$ cat config.mk
export PLATFORM = sky130hd
export DESIGN_NAME = second_countdown
export DESIGN_NICKNAME = d
export VERILOG_FILES = /design/src/rtl/second_countdown.sv
export SDC_FILE = /design/constraint.sdc
export NUM_CORES = 1
export LEC_CHECK = 0
export BUFFER_PORTS_ARGS = -buffer_cell sky130_fd_sc_hd__clkbuf_2
export CELL_PAD_IN_SITES_DETAIL_PLACEMENT = 1
export CELL_PAD_IN_SITES_GLOBAL_PLACEMENT = 1
export CORE_MARGIN = 2
export CORE_UTILIZATION = 33
export CTS_CLUSTER_DIAMETER = 50
export DETAILED_ROUTE_END_ITERATION = 10
export GPL_TIMING_DRIVEN = 0
export PLACE_DENSITY_LB_ADDON = 0.1
export REMOVE_ABC_BUFFERS = 1
export SYNTH_ARGS = -nofsm -noshare
export SYNTH_HDL_FRONTEND = slang
export SYNTH_SLANG_ARGS = --single-unit
$ cat constraint.sdc
create_clock -name clk -period 2.07 [get_ports clk]
set_input_delay 0.207 -clock clk [delete_from_list [all_inputs] [get_ports clk]]
set_output_delay 0.207 -clock clk [all_outputs]
set_load 0.03 [all_outputs]
$ cat src/rtl/second_countdown.sv
// Programmable seconds countdown driven by the 1 Hz second_tick; loads a duration,
// counts it down, pulses expired on reaching zero, with pause, abort and optional auto-reload.
module second_countdown #(
    parameter int CNT_W       = 16,
    parameter bit AUTO_RELOAD = 1'b0
) (
    input  logic             clk,
    input  logic             async_nreset,
    input  logic             start,
    input  logic [CNT_W-1:0] duration,
    input  logic             pause,
    input  logic             abort,
    input  logic             second_tick,
    output logic             timer_enable,
    output logic             start_ack,
    output logic             busy,
    output logic             paused,
    output logic [CNT_W-1:0] remaining,
    output logic             expired
);

    typedef enum logic [1:0] {
        IDLE  = 2'd0,
        RUN   = 2'd1,
        PAUSE = 2'd2,
        DONE  = 2'd3
    } state_t;

    state_t           state;
    logic [CNT_W-1:0] remaining_q;
    logic [CNT_W-1:0] reload_reg;
    logic             start_ack_q;

    always_ff @(posedge clk or negedge async_nreset) begin
        if (!async_nreset) begin
            state       <= IDLE;
            remaining_q <= '0;
            reload_reg  <= '0;
            start_ack_q <= 1'b0;
        end else begin
            start_ack_q <= 1'b0;
            case (state)
                IDLE: begin
                    // abort takes precedence over a simultaneous start
                    if (start && !abort) begin
                        reload_reg  <= duration;
                        remaining_q <= duration;
                        start_ack_q <= 1'b1;
                        state       <= (duration == '0) ? DONE : RUN;
                    end
                end
                RUN: begin
                    if (abort) begin
                        remaining_q <= '0;
                        state       <= IDLE;
                    end else if (second_tick && remaining_q <= CNT_W'(1)) begin
                        // final tick beats a coincident pause
                        remaining_q <= '0;
                        state       <= DONE;
                    end else begin
                        if (second_tick)
                            remaining_q <= remaining_q - 1'b1;
                        if (pause)
                            state <= PAUSE;
                    end
                end
                PAUSE: begin
                    if (abort) begin
                        remaining_q <= '0;
                        state       <= IDLE;
                    end else if (!pause) begin
                        state <= RUN;
                    end
                end
                DONE: begin
                    // a zero reload returns to IDLE rather than pulsing every other cycle
                    if (!abort && AUTO_RELOAD && reload_reg != '0) begin
                        remaining_q <= reload_reg;
                        state       <= RUN;
                    end else begin
                        state <= IDLE;
                    end
                end
                default: state <= IDLE;
            endcase
        end
    end

    assign timer_enable = (state == RUN);
    assign busy         = (state != IDLE);
    assign paused       = (state == PAUSE);
    assign expired      = (state == DONE);
    assign start_ack    = start_ack_q;
    assign remaining    = remaining_q;

endmodule

==> flow_metrics.tcl, run 1 <==
set metrics [dict create \
    synthMuxAreaShare_pct 3.727 \
    period_share_pct 103.8 \
    yosys.area_share.simple_pct 24.09 \
    clk_latency_ns 0.27 \
    synth_xor_area_share_pct 0 \
    die_h_um 68.58 \
    syn_to_final_growth_pct 45.18 \
    fp.dieW_um 68.58 \
    rsz0062_at_grt "yes" \
    vdd_ir_drop_max_v 0.0006052 \
    synth_adder_area_share_pct 6.364 \
    cp.arrival_ns 2.31 \
    r2r_start "remaining[8]" \
    overflow 0 \
    grt_max_degree 20 \
    routed_wl_mm 5.034 \
    ys.flop_type "dfrtp_1" \
    clockBufferDepth 2 \
    cpPeakStageDelay_ns 0.57 \
    synth_top_family_by_area "compound AO/OA/AOI/OAI gates" \
    synth.area.top_cells "dfrtp_1, ha_1, inv_1" \
    rows 23 \
    critPathKind "flop to flop" \
    end_kind "flop" \
    dpl_cell_area_um2 1627 \
    crit_top_cell "buf_6" \
    die-area_um2 4703 \
    route.detailed.drc 0 \
    routed-via-count 1530 \
    hold_viol_final 0 \
    synth-async-reset-ratio_pct 100.0 \
    drtPass1Iterations 4 \
    ys_warn_count 0 \
    fill_cells 478 \
    root_buffer "clkbuf_8" \
    seq_area_frac_synth_pct 34.55 \
    synthCells 156 \
    num_io_pins 43 \
    required_ns 2.23 \
    skew_ns 0.003372 \
    fmaxAchievable_mhz 465.3 \
    drv_cap 0 \
    start_util_pct 34.41 \
    status "finished, violations left" \
    reg2reg_depth 7 \
    yosysUniqueCellTypes 42 \
    clock_sinks 19 \
    violations "negative setup slack" \
    hold_end "start_ack" \
    slew_headroom_pct 33.03 \
    netlist_area_um2 1376 \
    io_buffers 42 \
    path_clk_slew_ns 0.08 \
    crit_family "simple AND/OR/NAND/NOR gates" \
    hold_start "start" \
    cp-start-kind "flop" \
    grt_pass1_vias 1577 \
    worst_slew_pin_slew_ns 0.9969 \
    h-tree-depth 1 \
    setup_ws_ns -0.07935 \
    power.leakage_uw 0.0008842 \
    grt_antenna_before_repair 0 \
    final_area_um2 1998 \
    synth-edff-count 0 \
    core_region_area_um2 4000 \
    synth-seq-cells 19 \
    crit_chain "or4_4 > nor4_4 > buf_6 > buf_6 > a21oi_4 > a22o_2 > a22o_1" \
    synth_area_per_cell_um2 8.823 \
    viasPerCell 5.688 \
    r2r_slack_ns -0.08 \
    grt_use_total_pct 22.50 \
    synth.largest_area_cell "dfrtp_1" \
    crit_slowest_cell "or4_4" \
    cp_num_buf_inv 2 \
    period_needed_ns 2.149 \
    cts_buffers 3 \
    cts_tree "yes" \
    power.density_nw_per_um2 1766 \
    first_iter_violations 57 \
    hold_path_class "primary input to flop" \
    fin_nets 249 \
    place_hpwl_mm 3.462 \
    post-place-ws_ns -0.7456 \
    hold_depth 3 \
    antennaDiodeCount 0 \
    maxSlewViolCount 0 \
    grt_pass1_wl_mm 7.734 \
    critPathMaxFanout 8 \
    rr_endpoint "remaining[6]" \
    gp_congestion 0.7833 \
    routedWlPerCell_um 18.71 \
    drive_above_1_share_pct 46.12 \
    synth_top_area_share_pct 34.55 \
    setup_viol_count_final 6 \
    synth_compound_area_share_pct 25.82 \
    drtAntennaViolNets 0 \
]
-- synth_stat cells, types with 2 or more instances --
master,count
dfrtp_1,19
inv_1,14
nor2_1,13
a21oi_1,9
nand2_1,8
o21ai_0,8
ha_1,7
nor3_1,7
nand3_1,6
a32oi_1,5
nor2b_1,5
a22o_1,4
mux2i_1,4
o22ai_1,4
clkbuf_1,3
nand2b_1,3
nor4_1,3
o2bb2ai_1,3
o311ai_0,3
nand4_1,2
o21ai_1,2
o32a_1,2
or3_1,2
or4_4,2
-- metrics by stage --
| stage | utilization [%] | TNS, ns | total power, uW | hold WS [ns] | std cells |
|---|---|---|---|---|---|
| floorplan | - | -1.116 | 2128 | -0.08859 | 152 |
| global placement | 40.66 | -8.721 | 2655 | 0.2222 | 244 |
| detailed placement | 40.66 | -10.11 | 2739 | 0.2202 | 244 |
| CTS | 47.95 | -0.3207 | 3464 | 0.2246 | 267 |
| global route | 49.95 | -1.229 | 3754 | 0.2510 | 269 |
| finish | 49.95 | -0.2496 | 3529 | 0.2202 | 269 |
-- power breakdown --
group | switching [uW] | internal, uW
registers | 175 | 547
clock network | 140 | 138
logic | 1560 | 967
-- logic make-up (layout without fill, tap and decap cells) --
family	Yosys count	count (layout)
AO/OA/AOI/OAI	49	50
adder cells (fa/ha/maj)	7	7
buffers and inverters	18	80
flip-flops	19	19
multiplexers	5	5
AND/OR/NAND/NOR	58	58
-- state kept, by name (all words and copies together) (netlist names) --
signal,flops
state,2
start_ack,1
remaining,16
-- routing by layer --
layer,vias up,share of wire (%),global-route usage (%)
met5,-,0,0
met4,0,1.3,6.750
met3,7,3.5,2.435
met2,39,51,40.50
met1,764,45,28.01
li1,720,-,-
-- placed cells by master (no fill, tap or decap), drive strengths merged, types with 3 or more instances in the layout --
cell / Yosys / final
buf: 1 / 19
o311ai: 3 / 3
nand2: 8 / 8
a21oi: 10 / 11
clkbuf: 3 / 46
o22ai: 4 / 4
nand3: 6 / 6
ha: 7 / 7
nor3: 7 / 7
nand2b: 3 / 3
mux2i: 4 / 4
a32oi: 5 / 5
nor2: 13 / 13
a22o: 5 / 5
o21ai: 10 / 10
or3: 3 / 3
nor4: 5 / 5
inv: 14 / 13
dfrtp: 19 / 19
o2bb2ai: 3 / 3
nor2b: 5 / 5
-- how the worst max path moves through the flow --
stage                  start             to  slack, ns  cells after the start
2_1_floorplan   remaining[0]  remaining[12]      -0.15                      5
3_3_place_gp        state[0]  remaining[15]      -0.68                      7
3_5_place_dp        state[0]   remaining[5]      -0.75                      7
4_1_cts        remaining[15]   remaining[6]      -0.08                      7
5_1_grt        remaining[15]  remaining[10]      -0.16                      7
6_report        remaining[8]   remaining[6]      -0.08                      7
-- final cells by class --
class,count,area (um^2),share of cell area [%]
Clock buffer,4,45.04,2.254
Timing Repair Buffer,62,374.1,18.72
Inverter,14,56.30,2.818
Tap cell,50,62.56,3.131
Multi-Input combinational cell,120,979.7,49.03
Sequential cell,19,480.5,24.05
-- timing repair --
action,in CTS,in global routing
gates cloned,1,0
pin swaps,16,6
hold buffers,1,0
setup endpoints to repair,18,17
hold endpoints to repair,19,0
gates resized for setup,28,16
setup buffers,17,2
-- worst min-delay path, cell delays in order --
cell and delay, ns:
clkbuf_2 0.08, nand2b_1 0.12, nor2_1 0.05
Power figures use the tool's default switching activity.
==> run 2, diff against run 1 <==
CORE_ASPECT_RATIO = 1.4   (was default)
PLACE_DENSITY = 0.71   (was default)
PLACE_DENSITY_LB_ADDON = default   (was 0.1)
==> run 2 against run 1 <==
Net effect: the flow finishes with violations (design-rule violations, negative setup slack); via count grew 3.9%; sequential power grew 3.9%; core utilization grew 1.6 points; worst setup slack gained 0.011 ns; fmax increased by 0.52%; global-route usage rose by 1.1 points; clock skew grew 0.0020 ns; first-iteration DRC count grew 44%; clock power is 2% higher; clock-buffer cell count shrank 1; critical path depth is 1 lower; largest power group unchanged; highest routed layer unchanged.
==> flow_metrics.tcl, run 2 (synthesis gave the netlist of run 1 again) <==
set metrics [dict create \
    status "finished, violations left" \
    core_region_area_um2 3986 \
    grt_pass1_vias 1597 \
    h-tree-depth 1 \
    route.detailed.drc 3 \
    fp.dieW_um 58.58 \
    required_ns 2.22 \
    drive_above_1_share_pct 47.53 \
    cts_buffers 3 \
    grt_pass1_wl_mm 8.397 \
    final_common_cell "clkbuf_2" \
    r2r_slack_ns -0.07 \
    dp_cells 237 \
    fill_cells 474 \
    hold_end "start_ack" \
    grt_max_degree 20 \
    die_h_um 80.41 \
    fmaxAchievable_mhz 467.7 \
    critPathMaxFanout 7 \
    multi_input_area_um2 1006 \
    seq_area_um2 480.5 \
    rows 27 \
    drv_cap 0 \
    period_share_pct 103.3 \
    grt_use_total_pct 23.59 \
    skew_ns 0.005358 \
    start_util_pct 34.53 \
    clock_sinks 19 \
    syn_to_final_growth_pct 49.18 \
    drtAntennaViolNets 0 \
    critPathKind "flop to flop" \
    gp_congestion 0.7995 \
    stdcell_count 266 \
    grt_antenna_before_repair 0 \
    antennaDiodeCount 0 \
    vdd_ir_drop_max_v 0.0006865 \
    die-area_um2 4710 \
    clk_latency_ns 0.27 \
    routed_wl_mm 5.686 \
    hold_viol_final 0 \
    largest_reg_flops 16 \
    routedWlPerCell_um 21.38 \
    r2r_start "remaining[11]" \
    drtPass1Iterations 7 \
    path_clk_slew_ns 0.09 \
    reg2reg_depth 6 \
    end_kind "flop" \
    io_buffers 42 \
    period_needed_ns 2.138 \
    final_core_util_pct 51.51 \
    cp-start-kind "flop" \
    rr_endpoint "remaining[4]" \
    power.leakage_uw 0.0009263 \
    hold_depth 3 \
    setup_ws_ns -0.06819 \
    overflow 0 \
    rsz0062_at_grt "yes" \
    setup_viol_count_final 7 \
    first_iter_violations 82 \
    whs_ns 0.2165 \
    routed-via-count 1589 \
    num_io_pins 43 \
    place_hpwl_mm 3.446 \
    clockBufferDepth 2 \
    cp.arrival_ns 2.28 \
    hold_start "start" \
    maxSlewViolCount 0 \
    worst_slew_pin_slew_ns 0.6835 \
    cts_tree "yes" \
    slew_headroom_pct 54.18 \
    hold_path_class "primary input to flop" \
    viasPerCell 5.974 \
    root_buffer "clkbuf_8" \
    final.setup.tns_ns -0.3099 \
    power.density_nw_per_um2 1830 \
    violations "design-rule violations, negative setup slack" \
    final_cell_mix "clkbuf_2, buf_4, dfrtp_1" \
    fin_nets 253 \
]
-- run 2: cell types whose count changed in the layout (fill, tap and decap cells not counted), moves of 2 or more --
cell and delta:
a32oi_1 -3, nand2_2 -2, a32oi_2 +3, nand3_1 +3, nand3_2 -3, buf_4 +3
-- run 2: per-stage QoR --
stage	instance area [um^2]	setup slack (ns)	total power [uW]
4_1_cts	1929	-0.04814	3488
5_1_grt	2053	-0.1265	3956
3_5_place_dp	1618	-0.7367	2719
3_3_place_gp	1618	-0.6140	2639
6_report	2053	-0.06819	3757
2_1_floorplan	1354	-0.1465	2128
-- run 2: how the worst max path moves through the flow --
stage	endpoint	slack (ns)	startpoint	depth (start not counted)
floorplan	remaining[12]	-0.15	remaining[0]	5
global placement	remaining[15]	-0.61	state[0]	7
detailed placement	remaining[5]	-0.74	state[0]	7
CTS	state[1]	-0.05	remaining[8]	6
global route	remaining[10]	-0.13	remaining[11]	7
finish	remaining[4]	-0.07	remaining[11]	6
-- run 2: routing by layer --
metal | vias to the layer above | share of wire (%) | GRT usage (%)
met5 | - | 0 | 0
met4 | 0 | 0.97 | 7.500
met3 | 6 | 3.6 | 2.415
met2 | 44 | 55 | 42.70
met1 | 812 | 41 | 28.56
li1 | 727 | - | -
-- run 2: cell type report --
class	count	area share [%]
Sequential cell	19	23.40
Tap cell	43	2.620
Clock buffer	3	2.011
Multi-Input combinational cell	120	48.99
Clock inverter	1	0.2438
Timing Repair Buffer	66	19.87
Inverter	14	2.864
-- run 2: critical path, cell delays in order (launching register included) --
cell and delay, ns:
dfrtp_1 0.41, or4_4 0.57, nor4_4 0.30, buf_6 0.17
buf_6 0.11, a21oi_4 0.09, a221o_1 0.37
-- run 2: what timing repair did --
action,CTS,global route
hold buffers,1,0
gates cloned,1,0
setup buffers,15,8
setup endpoints to repair,18,16
endpoints found under the hold margin,19,0
pin swaps,12,12
resized for setup,34,16
-- run 2: report_power, final --
part	internal [uW]	switching, uW
combinational	1050	1670
sequential	547	203
clock	134	149
total	1730	2030
